## src/rtl/sap_disp_pkg.sv

```systemverilog
// Shared definitions for the SAP-1 output display driver:
// FSM state encoding, the 7-segment pattern table, digit count and
// the double-dabble shift-count width. Patterns are active-high with
// bit order {g,f,e,d,c,b,a}; display polarity is applied in the top.
package sap_disp_pkg;

  localparam int DIGITS      = 3;
  localparam int SHIFT_CNT_W = 3;

  // Count value of the eighth (final) shift cycle
  localparam logic [SHIFT_CNT_W-1:0] SHIFT_LAST = 3'd7;

  typedef enum logic [1:0] {
    IDLE  = 2'd0,
    SHIFT = 2'd1,
    DONE  = 2'd2
  } state_e;

  localparam logic [6:0] SEG_BLANK = 7'h00;

  // Index n holds the pattern for hex digit n (0..F)
  localparam logic [15:0][6:0] SEG_TABLE = {
    7'h71, 7'h79, 7'h5E, 7'h39, 7'h7C, 7'h77, 7'h6F, 7'h7F,
    7'h07, 7'h7D, 7'h6D, 7'h66, 7'h4F, 7'h5B, 7'h06, 7'h3F
  };

  // Double-dabble correction: add 3 to every BCD nibble that is 5 or more
  function automatic logic [11:0] bcd_adjust(input logic [11:0] bcd);
    logic [11:0] r;
    r = bcd;
    for (int i = 0; i < DIGITS; i++) begin
      if (r[i*4 +: 4] >= 4'd5) begin
        r[i*4 +: 4] = r[i*4 +: 4] + 4'd3;
      end else begin
        r[i*4 +: 4] = r[i*4 +: 4];
      end
    end
    return r;
  endfunction

endpackage

```

## src/rtl/seg7_decode.sv

```systemverilog
// Combinational nibble-to-7-segment decoder (active-high pattern).
// With HEX_MODE_EN defined, A-F are decoded; otherwise nibbles above 9
// decode to blank.
module seg7_decode
  import sap_disp_pkg::*;
(
  input  logic [3:0] nibble,
  input  logic       blank,
  output logic [6:0] pattern
);

  // Table lookup with blanking override
  always_comb begin
    pattern = SEG_BLANK;
    if (blank) begin
      pattern = SEG_BLANK;
`ifdef HEX_MODE_EN
    end else begin
      pattern = SEG_TABLE[nibble];
    end
`else
    end else if (nibble > 4'd9) begin
      pattern = SEG_BLANK;
    end else begin
      pattern = SEG_TABLE[nibble];
    end
`endif
  end

endmodule

```

## src/rtl/out_display_driver.sv

```systemverilog
// SAP-1 output display driver: converts the 8-bit output register value
// to BCD with a sequential double-dabble engine (one pending value is
// buffered while busy) and scans a 3-digit multiplexed 7-segment display
// with leading-zero blanking.
// Optional build macro HEX_MODE_EN adds the hex_sel input for hex display.
module out_display_driver
  import sap_disp_pkg::*;
#(
  parameter int REFRESH_DIV    = 1000,
  parameter bit SEG_ACTIVE_LOW = 1'b1
) (
  input  logic        clk,
  input  logic        clr,
  input  logic [7:0]  data_in,
  input  logic        data_valid,
`ifdef HEX_MODE_EN
  input  logic        hex_sel,
`endif
  output logic        busy,
  output logic        done,
  output logic [11:0] bcd_out,
  output logic [6:0]  seg,
  output logic [2:0]  an
);

  localparam int RCNT_W = $clog2(REFRESH_DIV);
  localparam logic [RCNT_W-1:0] RCNT_LAST = RCNT_W'(REFRESH_DIV - 1);
  localparam logic [6:0] SEG_OFF = SEG_ACTIVE_LOW ? 7'h7F : 7'h00;
  localparam logic [2:0] AN_OFF  = SEG_ACTIVE_LOW ? 3'b111 : 3'b000;

  logic hex_in_s;
`ifdef HEX_MODE_EN
  assign hex_in_s = hex_sel;
`else
  assign hex_in_s = 1'b0;
`endif

  state_e                 state_q, state_d;
  logic [7:0]             bin_q, bin_d;
  logic [11:0]            scr_q, scr_d;
  logic [SHIFT_CNT_W-1:0] cnt_q, cnt_d;
  logic                   hex_q, hex_d;
  logic                   pend_v_q, pend_v_d;
  logic [7:0]             pend_data_q, pend_data_d;
  logic                   pend_hex_q, pend_hex_d;
  logic                   busy_q, busy_d;
  logic                   done_q, done_d;
  logic [11:0]            bcd_out_q, bcd_out_d;
  logic                   disp_hex_q, disp_hex_d;
  logic [RCNT_W-1:0]      rcnt_q, rcnt_d;
  logic [1:0]             idx_q, idx_d;
  logic [6:0]             seg_q, seg_d;
  logic [2:0]             an_q, an_d;

  logic [11:0] adj_s;
  logic [19:0] shift_s;
  logic [3:0]  nib_s;
  logic        blank_s;
  logic [2:0]  an_on_s;
  logic [6:0]  pat_s;

  // FSM state register
  always_ff @(posedge clk or posedge clr) begin
    if (clr) begin
      state_q <= IDLE;
    end else begin
      state_q <= state_d;
    end
  end

  // FSM next-state logic
  always_comb begin
    state_d = state_q;
    case (state_q)
      IDLE: begin
        if (data_valid || pend_v_q) begin
          state_d = SHIFT;
        end else begin
          state_d = IDLE;
        end
      end
      SHIFT: begin
        if (hex_q || (cnt_q == SHIFT_LAST)) begin
          state_d = DONE;
        end else begin
          state_d = SHIFT;
        end
      end
      DONE:    state_d = IDLE;
      default: state_d = IDLE;
    endcase
  end

  // FSM output: busy covers every non-idle cycle
  always_comb begin
    busy_d = (state_d != IDLE);
  end

  // Conversion datapath, pending buffer and result register
  always_comb begin
    bin_d       = bin_q;
    scr_d       = scr_q;
    cnt_d       = cnt_q;
    hex_d       = hex_q;
    pend_v_d    = pend_v_q;
    pend_data_d = pend_data_q;
    pend_hex_d  = pend_hex_q;
    bcd_out_d   = bcd_out_q;
    disp_hex_d  = disp_hex_q;
    done_d      = 1'b0;
    adj_s       = bcd_adjust(scr_q);
    shift_s     = {adj_s[10:0], bin_q, 1'b0};

    // A strobe while busy overwrites the one-deep pending slot
    if (data_valid && (state_q != IDLE)) begin
      pend_v_d    = 1'b1;
      pend_data_d = data_in;
      pend_hex_d  = hex_in_s;
    end else begin
      pend_v_d    = pend_v_q;
    end

    case (state_q)
      IDLE: begin
        if (data_valid) begin
          bin_d = data_in;
          hex_d = hex_in_s;
          scr_d = 12'h000;
          cnt_d = '0;
        end else if (pend_v_q) begin
          bin_d    = pend_data_q;
          hex_d    = pend_hex_q;
          scr_d    = 12'h000;
          cnt_d    = '0;
          pend_v_d = 1'b0;
        end else begin
          bin_d = bin_q;
        end
      end
      SHIFT: begin
        if (hex_q) begin
          bcd_out_d  = {4'h0, bin_q};
          disp_hex_d = 1'b1;
          done_d     = 1'b1;
        end else begin
          scr_d = shift_s[19:8];
          bin_d = shift_s[7:0];
          cnt_d = cnt_q + 3'd1;
          if (cnt_q == SHIFT_LAST) begin
            bcd_out_d  = shift_s[19:8];
            disp_hex_d = 1'b0;
            done_d     = 1'b1;
          end else begin
            done_d     = 1'b0;
          end
        end
      end
      DONE:    done_d = 1'b0;
      default: done_d = 1'b0;
    endcase
  end

  // Refresh counter and digit index, free-running from reset
  always_comb begin
    if (rcnt_q == RCNT_LAST) begin
      rcnt_d = '0;
      idx_d  = (idx_q == 2'd2) ? 2'd0 : idx_q + 2'd1;
    end else begin
      rcnt_d = rcnt_q + RCNT_W'(1);
      idx_d  = idx_q;
    end
  end

  // Digit selection with leading-zero blanking
  always_comb begin
    nib_s   = bcd_out_q[3:0];
    blank_s = 1'b0;
    an_on_s = 3'b001;
    case (idx_q)
      2'd0: begin
        nib_s   = bcd_out_q[3:0];
        blank_s = 1'b0;
        an_on_s = 3'b001;
      end
      2'd1: begin
        nib_s   = bcd_out_q[7:4];
        blank_s = disp_hex_q ? (bcd_out_q[7:4] == 4'h0)
                             : ((bcd_out_q[11:8] == 4'h0) && (bcd_out_q[7:4] == 4'h0));
        an_on_s = 3'b010;
      end
      2'd2: begin
        nib_s   = bcd_out_q[11:8];
        blank_s = disp_hex_q ? 1'b1 : (bcd_out_q[11:8] == 4'h0);
        an_on_s = 3'b100;
      end
      default: begin
        nib_s   = 4'h0;
        blank_s = 1'b1;
        an_on_s = 3'b000;
      end
    endcase
  end

  seg7_decode u_seg7_decode (
    .nibble  (nib_s),
    .blank   (blank_s),
    .pattern (pat_s)
  );

  // Apply display polarity to segment and anode drive
  always_comb begin
    seg_d = SEG_ACTIVE_LOW ? ~pat_s : pat_s;
    an_d  = SEG_ACTIVE_LOW ? ~an_on_s : an_on_s;
  end

  // Datapath, scan and output registers
  always_ff @(posedge clk or posedge clr) begin
    if (clr) begin
      bin_q       <= 8'h00;
      scr_q       <= 12'h000;
      cnt_q       <= '0;
      hex_q       <= 1'b0;
      pend_v_q    <= 1'b0;
      pend_data_q <= 8'h00;
      pend_hex_q  <= 1'b0;
      busy_q      <= 1'b0;
      done_q      <= 1'b0;
      bcd_out_q   <= 12'h000;
      disp_hex_q  <= 1'b0;
      rcnt_q      <= '0;
      idx_q       <= 2'd0;
      seg_q       <= SEG_OFF;
      an_q        <= AN_OFF;
    end else begin
      bin_q       <= bin_d;
      scr_q       <= scr_d;
      cnt_q       <= cnt_d;
      hex_q       <= hex_d;
      pend_v_q    <= pend_v_d;
      pend_data_q <= pend_data_d;
      pend_hex_q  <= pend_hex_d;
      busy_q      <= busy_d;
      done_q      <= done_d;
      bcd_out_q   <= bcd_out_d;
      disp_hex_q  <= disp_hex_d;
      rcnt_q      <= rcnt_d;
      idx_q       <= idx_d;
      seg_q       <= seg_d;
      an_q        <= an_d;
    end
  end

  assign busy    = busy_q;
  assign done    = done_q;
  assign bcd_out = bcd_out_q;
  assign seg     = seg_q;
  assign an      = an_q;

endmodule

```

## config.mk

```make
export PLATFORM = sky130hd
export DESIGN_NAME = out_display_driver
export DESIGN_NICKNAME = d
export VERILOG_FILES = /design/src/rtl/sap_disp_pkg.sv /design/src/rtl/seg7_decode.sv /design/src/rtl/out_display_driver.sv
export SDC_FILE = /design/constraint.sdc
export NUM_CORES = 1
export LEC_CHECK = 0
export ABC_CLOCK_PERIOD_IN_PS = 5300
export CORE_MARGIN = 8
export CORE_UTILIZATION = 55
export DETAILED_ROUTE_END_ITERATION = 8
export HOLD_SLACK_MARGIN = 0.02
export MAX_ROUTING_LAYER = met4
export PLACE_DENSITY_LB_ADDON = 0.25
export SETUP_SLACK_MARGIN = 0.3
export SLEW_MARGIN = 20
export SYNTH_ARGS = -nofsm -noshare
export SYNTH_HDL_FRONTEND = slang
export SYNTH_HIERARCHICAL = 1
export SYNTH_SLANG_ARGS = --single-unit
```

## constraint.sdc

```tcl
create_clock -name clk -period 5.3 [get_ports clk]
set_input_delay 1.06 -clock clk [delete_from_list [all_inputs] [get_ports clk]]
set_output_delay 1.06 -clock clk [all_outputs]
set_load 0.05 [all_outputs]
```

==> results of run 1 <==
[metrics by stage]
stage | setup WS, ps | area [um^2] | instances | utilization [%] | hold WS [ps]
2_1_floorplan | 2520 | 3410 | 329 | - | 448
3_3_place_gp | 2060 | 3770 | 428 | 63.3 | 468
3_5_place_dp | 1960 | 3770 | 428 | 63.3 | 485
4_1_cts | 2310 | 4030 | 444 | 67.7 | 504
5_1_grt | 2100 | 4030 | 444 | 67.7 | 519
6_report | 2320 | 4030 | 444 | 67.7 | 499
[worst min-delay path by stage]
stage                     cells after the start  slack [ps]                       start                         end
after floorplan                               2         450        bin_q[0]$_DFFE_PP0P_        bin_q[0]$_DFFE_PP0P_
after global placement                        2         470        bin_q[0]$_DFFE_PP0P_        bin_q[0]$_DFFE_PP0P_
after detailed placement                      2         480        bin_q[0]$_DFFE_PP0P_        bin_q[0]$_DFFE_PP0P_
after CTS                                     2         500        bin_q[0]$_DFFE_PP0P_        bin_q[0]$_DFFE_PP0P_
after global routing                          1         520  pend_data_q[6]$_DFFE_PP0P_  pend_data_q[6]$_DFFE_PP0P_
final                                         2         500        bin_q[3]$_DFFE_PP0P_        bin_q[3]$_DFFE_PP0P_
[cells in the final DEF (no fill, tap or decap), drive strengths merged, types with 2 or more instances in the layout]
cell type,n
dfrtp,59
nand2,37
clkdlybuf4s50,34
o21ai,34
nor2,23
inv,23
a21oi,16
mux2i,15
ha,15
mux2,14
clkbuf,13
dfstp,10
nand3,8
nor3b,7
o22ai,7
nand2b,5
xnor2,5
nor3,4
xor2,4
a211oi,4
and3,4
nor2b,3
a22o,3
bufinv,3
buf,3
a2bb2oi,2
nor4,2
[layer usage]
layer,wire (um),share of wire [%],vias up
met5,0,0,-
met4,80,1.3,0
met3,313,4.9,6
met2,3080,48,43
met1,2890,45,1151
li1,-,-,1203
[cell families (layout without fill, tap and decap cells)]
logic type | count (synthesis) | count (layout) | share of synthesized area (%)
muxes | 30 | 30 | 9.67
buffers and inverters | 36 | 76 | 5.46
and+or+nand+nor | 97 | 97 | 13.4
DFF | 69 | 69 | 50.9
adders and majority gates | 15 | 15 | 5.50
xor gates and xnor gates | 9 | 9 | 2.31
AOI/OAI and AO/OA | 73 | 73 | 12.7
[state kept, by name, indices dropped and copies added, names as in the netlist]
signal       count
pend_data_q      8
state_q          1
scr_q           12
bin_q            8
idx_q            2
bcd_out         12
cnt_q            3
pend_v_q         1
an               3
busy             1
done             1
seg              7
rcnt_q          10
[report_power, final]
group / total (W) / internal, W / leakage, nW / switching (W)
sequential: 0.000855 / 0.000722 / 0.836 / 0.000133
combinational: 0.00108 / 0.000422 / 0.814 / 0.000657
clock: 0.000547 / 0.000352 / 0.130 / 0.000195
[area by class of cell]
cell class	count	area, um^2	share of cell area [%]
flip-flops and latches	69	1740	43.2
multi-input cells	224	1490	36.9
clock inverters	3	90.1	2.24
repair buffers	37	363	9.00
clock buffers	13	169	4.19
well taps	75	93.8	2.33
inverters	23	86.3	2.14
[worst max-delay path, stage by stage]
cell             delay [ps]
clkdlybuf4s50_1         720
nor3_1                  240
or2_1                   670
inv_1                   300
o22ai_1                 250
==> metrics.txt, run 1 <==
status=completed; met3 usage=under 10%; max_cap viols=0; clock tree buffer depth=2; fillers=~460; setup TNS after final layout=0 ps; async set-reset flop share out of synthesis=between 90% and 100%; vias in the first global route=between 2,000 and 2,500; Setup crit start kind=input pin; synth top area cells=dfrtp_1, dfstp_2, ha_1; initial antenna violation count=0; RSZ-0062 raised after global routing=false; Syn Nets=around 360; global-route wire length before repair=around 11,000 um; most frequent cells after synthesis=dfrtp_1, nand2_1, o21ai_0; reg-to-reg startpoint=idx_q[0]$_DFFE_PP0N_; crit path DAT=roughly 3200 ps; total clock sinks=69; grt ovf=0; PwrDens=616 nW/um^2; Lkg Pwr=~1.8 nW; top_reg_cell synth=dfrtp_1; HP Class=reg -> reg; HPWL after detailed placement=4560 um; unique cell type count in the Yosys netlist=between 40 and 50; DRT antenna net count=0; # setup viols final=0; drt total wl=approximately 6400 um; Setup crit end=scr_q[4]$_DFFE_PP0P_; DRT Pass-1 Iters=4; # hold bufs at CTS=0; Worst slew margin=36.7%; gr busiest metal=met2; actual slew at the worst max-slew pin=949 ps; Worst-path clk slew=70 ps; Initial Util=~57%; WS Path Type=in -> reg; Die W=~95 um; worst r2r path cells=8; r2r setup slk=between 2000 and 3000 ps; overall via count from detail_route=around 2,400; # diodes=0; met2 GRT Util=~26%; post-synthesis sequential area ratio=between 50% and 60%; CP endpoint kind=flop; yosys warns=6; Core Area=between 5000 and 6000 um^2; Ports=35; RR Endpoint=seg[3]$_DFF_PP1_; Final nets=between 300 and 400; clk_lat worst skew=about 340 ps; Iter 0 DRT Violations=110; Final Hold Fails=0; number of port buffers=34; drc violations=0; final worst path period need=between 2000 and 3000 ps; All-Layer GR Usage=approximately 16%; synthesis-stage register bit count=just under 70; Worst Path Required=between 5000 and 6000 ps; fmax=335 MHz; Power Total=approximately 0.0025 W; Final Slew Violations=0; Synth top area share=between 40% and 50%; Num CTS Buffers=9; synthesized area=between 3000 and 4000 um^2; layout cells sized above 1=~13%; EDFF count, synth=0; cell row count=28; Die Area=8990 um^2; Avg Cell Area, Syn=just over 10 um^2; GP Congestion=around 0.87; M1 GR Usage=a little under a fifth; WL/cell=roughly 14 um; area grow syn2layout=18.0%; crit-path max FO=27; CTS H-tree lvls=3; post-synthesis cell count=~330; post-CTS setup buffer count=0; largest net degree at the start of global routing=37; fin crit share=roughly 56%; Die Y=~95 um; Setup crit start=data_valid; CTS root buffer=clkbuf_8; VDD IR-drop max=between 400 and 500 uV; Setup Skew=a little over 9 ps; DR vias/cell=~5.4; CTS resizes=0; top-count cell post-synth=dfrtp_1; largest area contributor in the netlist=dfrtp_1; CTS tree=yes
No activity file was read; power rests on OpenSTA's default activity.
==> run 2: changes to the inputs <==
--- a/config.mk
+++ b/config.mk
@@ -5,9 +5,9 @@
 export SDC_FILE = /design/constraint.sdc
 export NUM_CORES = 1
 export LEC_CHECK = 0
-export ABC_CLOCK_PERIOD_IN_PS = 5300
+export ABC_CLOCK_PERIOD_IN_PS = 2700
 export CORE_MARGIN = 8
-export CORE_UTILIZATION = 55
+export CORE_UTILIZATION = 51
 export DETAILED_ROUTE_END_ITERATION = 8
 export HOLD_SLACK_MARGIN = 0.02
 export MAX_ROUTING_LAYER = met4
==> constraint.sdc (replaced) <==
create_clock -name clk -period 2.7 [get_ports clk]
set_input_delay 0.54 -clock clk [delete_from_list [all_inputs] [get_ports clk]]
set_output_delay 0.54 -clock clk [all_outputs]
set_load 0.05 [all_outputs]
==> run 2 against run 1 <==
Net effect: register-to-register slack got worse by 2400 ps; sequential power rose by 94%; critical path depth rose by 3; total power rose by 88%; sequential cell count did not move; highest routed layer unchanged; global-route usage fell by 1.3 points; clock skew fell by 2.0 ps; routed wire length rose by 1.6%; non-clock buffer count rose by 3; design area fell by 0.37%.
==> metrics.txt, run 2 (same netlist as run 1, synthesis figures left out) <==
post-CTS setup buffer count=0 (unchanged); final worst path period need=2220 ps; Num CTS Buffers=9 (unchanged); reg-to-reg startpoint=idx_q[0]$_DFFE_PP0N_; clock tree buffer depth=2 (unchanged); Iter 0 DRT Violations=98 (-11%); CTS H-tree lvls=3 (unchanged); number of port buffers=34 (unchanged); overall via count from detail_route=2,454 (+2.1%); Die Y=97.8 um (+3.2%); most frequent cells in the layout=dfrtp_1, nand2_1, clkdlybuf4s50_1; PwrDens=1160 nW/um^2 (+89%); GP Congestion=0.784 (-9.4%); largest net degree at the start of global routing=70 (+89%); gr busiest metal=met2; CP endpoint kind=flop; DRT Pass-1 Iters=4 (unchanged); Core Area=6640 um^2 (+12%); crit-path max FO=10 (-63%); Die W=97.8 um (+3.2%); Worst Path Required=2980 ps (-2570 ps); Setup Skew=7.12 ps (-2.01 ps); M1 GR Usage=18.2% (-0.32 points); most common cell after layout, fill and taps aside=dfrtp_1; Ports=35 (unchanged); Die Area=9570 um^2 (+6.5%); cell row count=30 (+7.1%); utilization after layout=60.4% (-7.2 points); grt ovf=0 (unchanged); hold slack=495 ps (-3.59 ps); layout cells sized above 1=14.0% (+1.2 points); met3 usage=3.56% (-0.57 points); max_cap viols=0 (unchanged); CTS root buffer=clkbuf_8; DRT antenna net count=0 (unchanged); Worst slew margin=43.2% (+6.5 points); Setup crit start kind=flop; crit path DAT=2500 ps (-730 ps); clk_lat worst skew=340 ps (about the same); VDD IR-drop max=545 uV (+16%); Worst-path clk slew=80 ps (about the same); cell area after placement=3810 um^2 (+1.1%); WL/cell=14.3 um (-0.16%); RR Endpoint=seg[3]$_DFF_PP1_; actual slew at the worst max-slew pin=852 ps (-97.0 ps); post-route cell area=4020 um^2 (-0.37%); fmax=between 400 and 500 MHz; fin crit share=a little over 80%; min-delay src=bin_q[4]$_DFFE_PP0P_; HPWL after detailed placement=4540 um (-0.56%); total clock sinks=69 (unchanged); drc violations=0 (unchanged); drt total wl=6460 um (+1.6%); worst r2r path cells=8 (unchanged); Final Hold Fails=0 (unchanged); Setup crit end=seg[3]$_DFF_PP1_; DR vias/cell=5.43 (+0.31%); # setup viols final=0 (unchanged); WS Path Type=reg -> reg; cell count of the worst hold path=2 (unchanged); initial antenna violation count=0 (unchanged); met2 GRT Util=22.6% (-3.0 points); # diodes=0 (unchanged); Lkg Pwr=1.76 nW (-0.93%); global-route wire length before repair=11,300 um (+1.7%); status=completed; Final nets=393 (+0.77%); vias in the first global route=2,356 (-3.3%); r2r setup slk=480 ps (-2440 ps); Setup crit start=idx_q[0]$_DFFE_PP0N_; Final Slew Violations=0 (unchanged); CTS tree=yes; All-Layer GR Usage=14.7% (-1.3 points); setup TNS after final layout=0 ps (unchanged); area grow syn2layout=17.6%; RSZ-0062 raised after global routing=false; Initial Util=51.4% (-5.9 points); fillers=551 (+21%); HP Class=reg -> reg
[run 2: final cells by class]
type,count,area [um^2],area share [%]
tap,80,100,2.49
multi-input combinational,224,1490,37.1
inverter,23,86.3,2.15
clock inverter,6,62.6,1.56
sequential,69,1740,43.3
timing repair buffer,40,398,9.91
clock buffer,10,138,3.43
[run 2: routing by layer]
layer / share of wire, % / wire [um]
met5: 0 / 0
met4: 1.3 / 87
met3: 3.4 / 217
met2: 48 / 3120
met1: 47 / 3040
[run 2: worst max-delay path, cell delays in order, from the launching register on]
cell	delay, ps
dfrtp_1	590
mux2i_1	140
o21ai_1	300
inv_1	160
ha_1	300
inv_1	60
mux4_2	450
nor2_1	110
inv_1	40
[run 2: worst min path at each step]
stage / endpoint / slack (ps)
floorplan: bin_q[0]$_DFFE_PP0P_ / 450
global placement: bin_q[0]$_DFFE_PP0P_ / 460
detailed placement: bin_q[0]$_DFFE_PP0P_ / 480
CTS: bin_q[0]$_DFFE_PP0P_ / 490
global route: pend_data_q[4]$_DFFE_PP0P_ / 510
finish: bin_q[4]$_DFFE_PP0P_ / 500
[run 2: per-stage QoR]
stage	setup slack [ps]	std cells	total power [W]
floorplan	437	329	0.00328
global placement	360	436	0.00378
detailed placement	330	436	0.00385
CTS	329	452	0.00471
global route	311	452	0.00499
finish	481	452	0.00467
[run 2: power by group]
part           internal (W)  switching (W)
Clock              0.000448       0.000392
Combinational      0.000847        0.00133
Sequential          0.00142       0.000242
[run 2: timing repair]
item	in CTS	in global routing
hold buffers	0	0
gates resized for setup	0	3
setup endpoints to repair	0	2
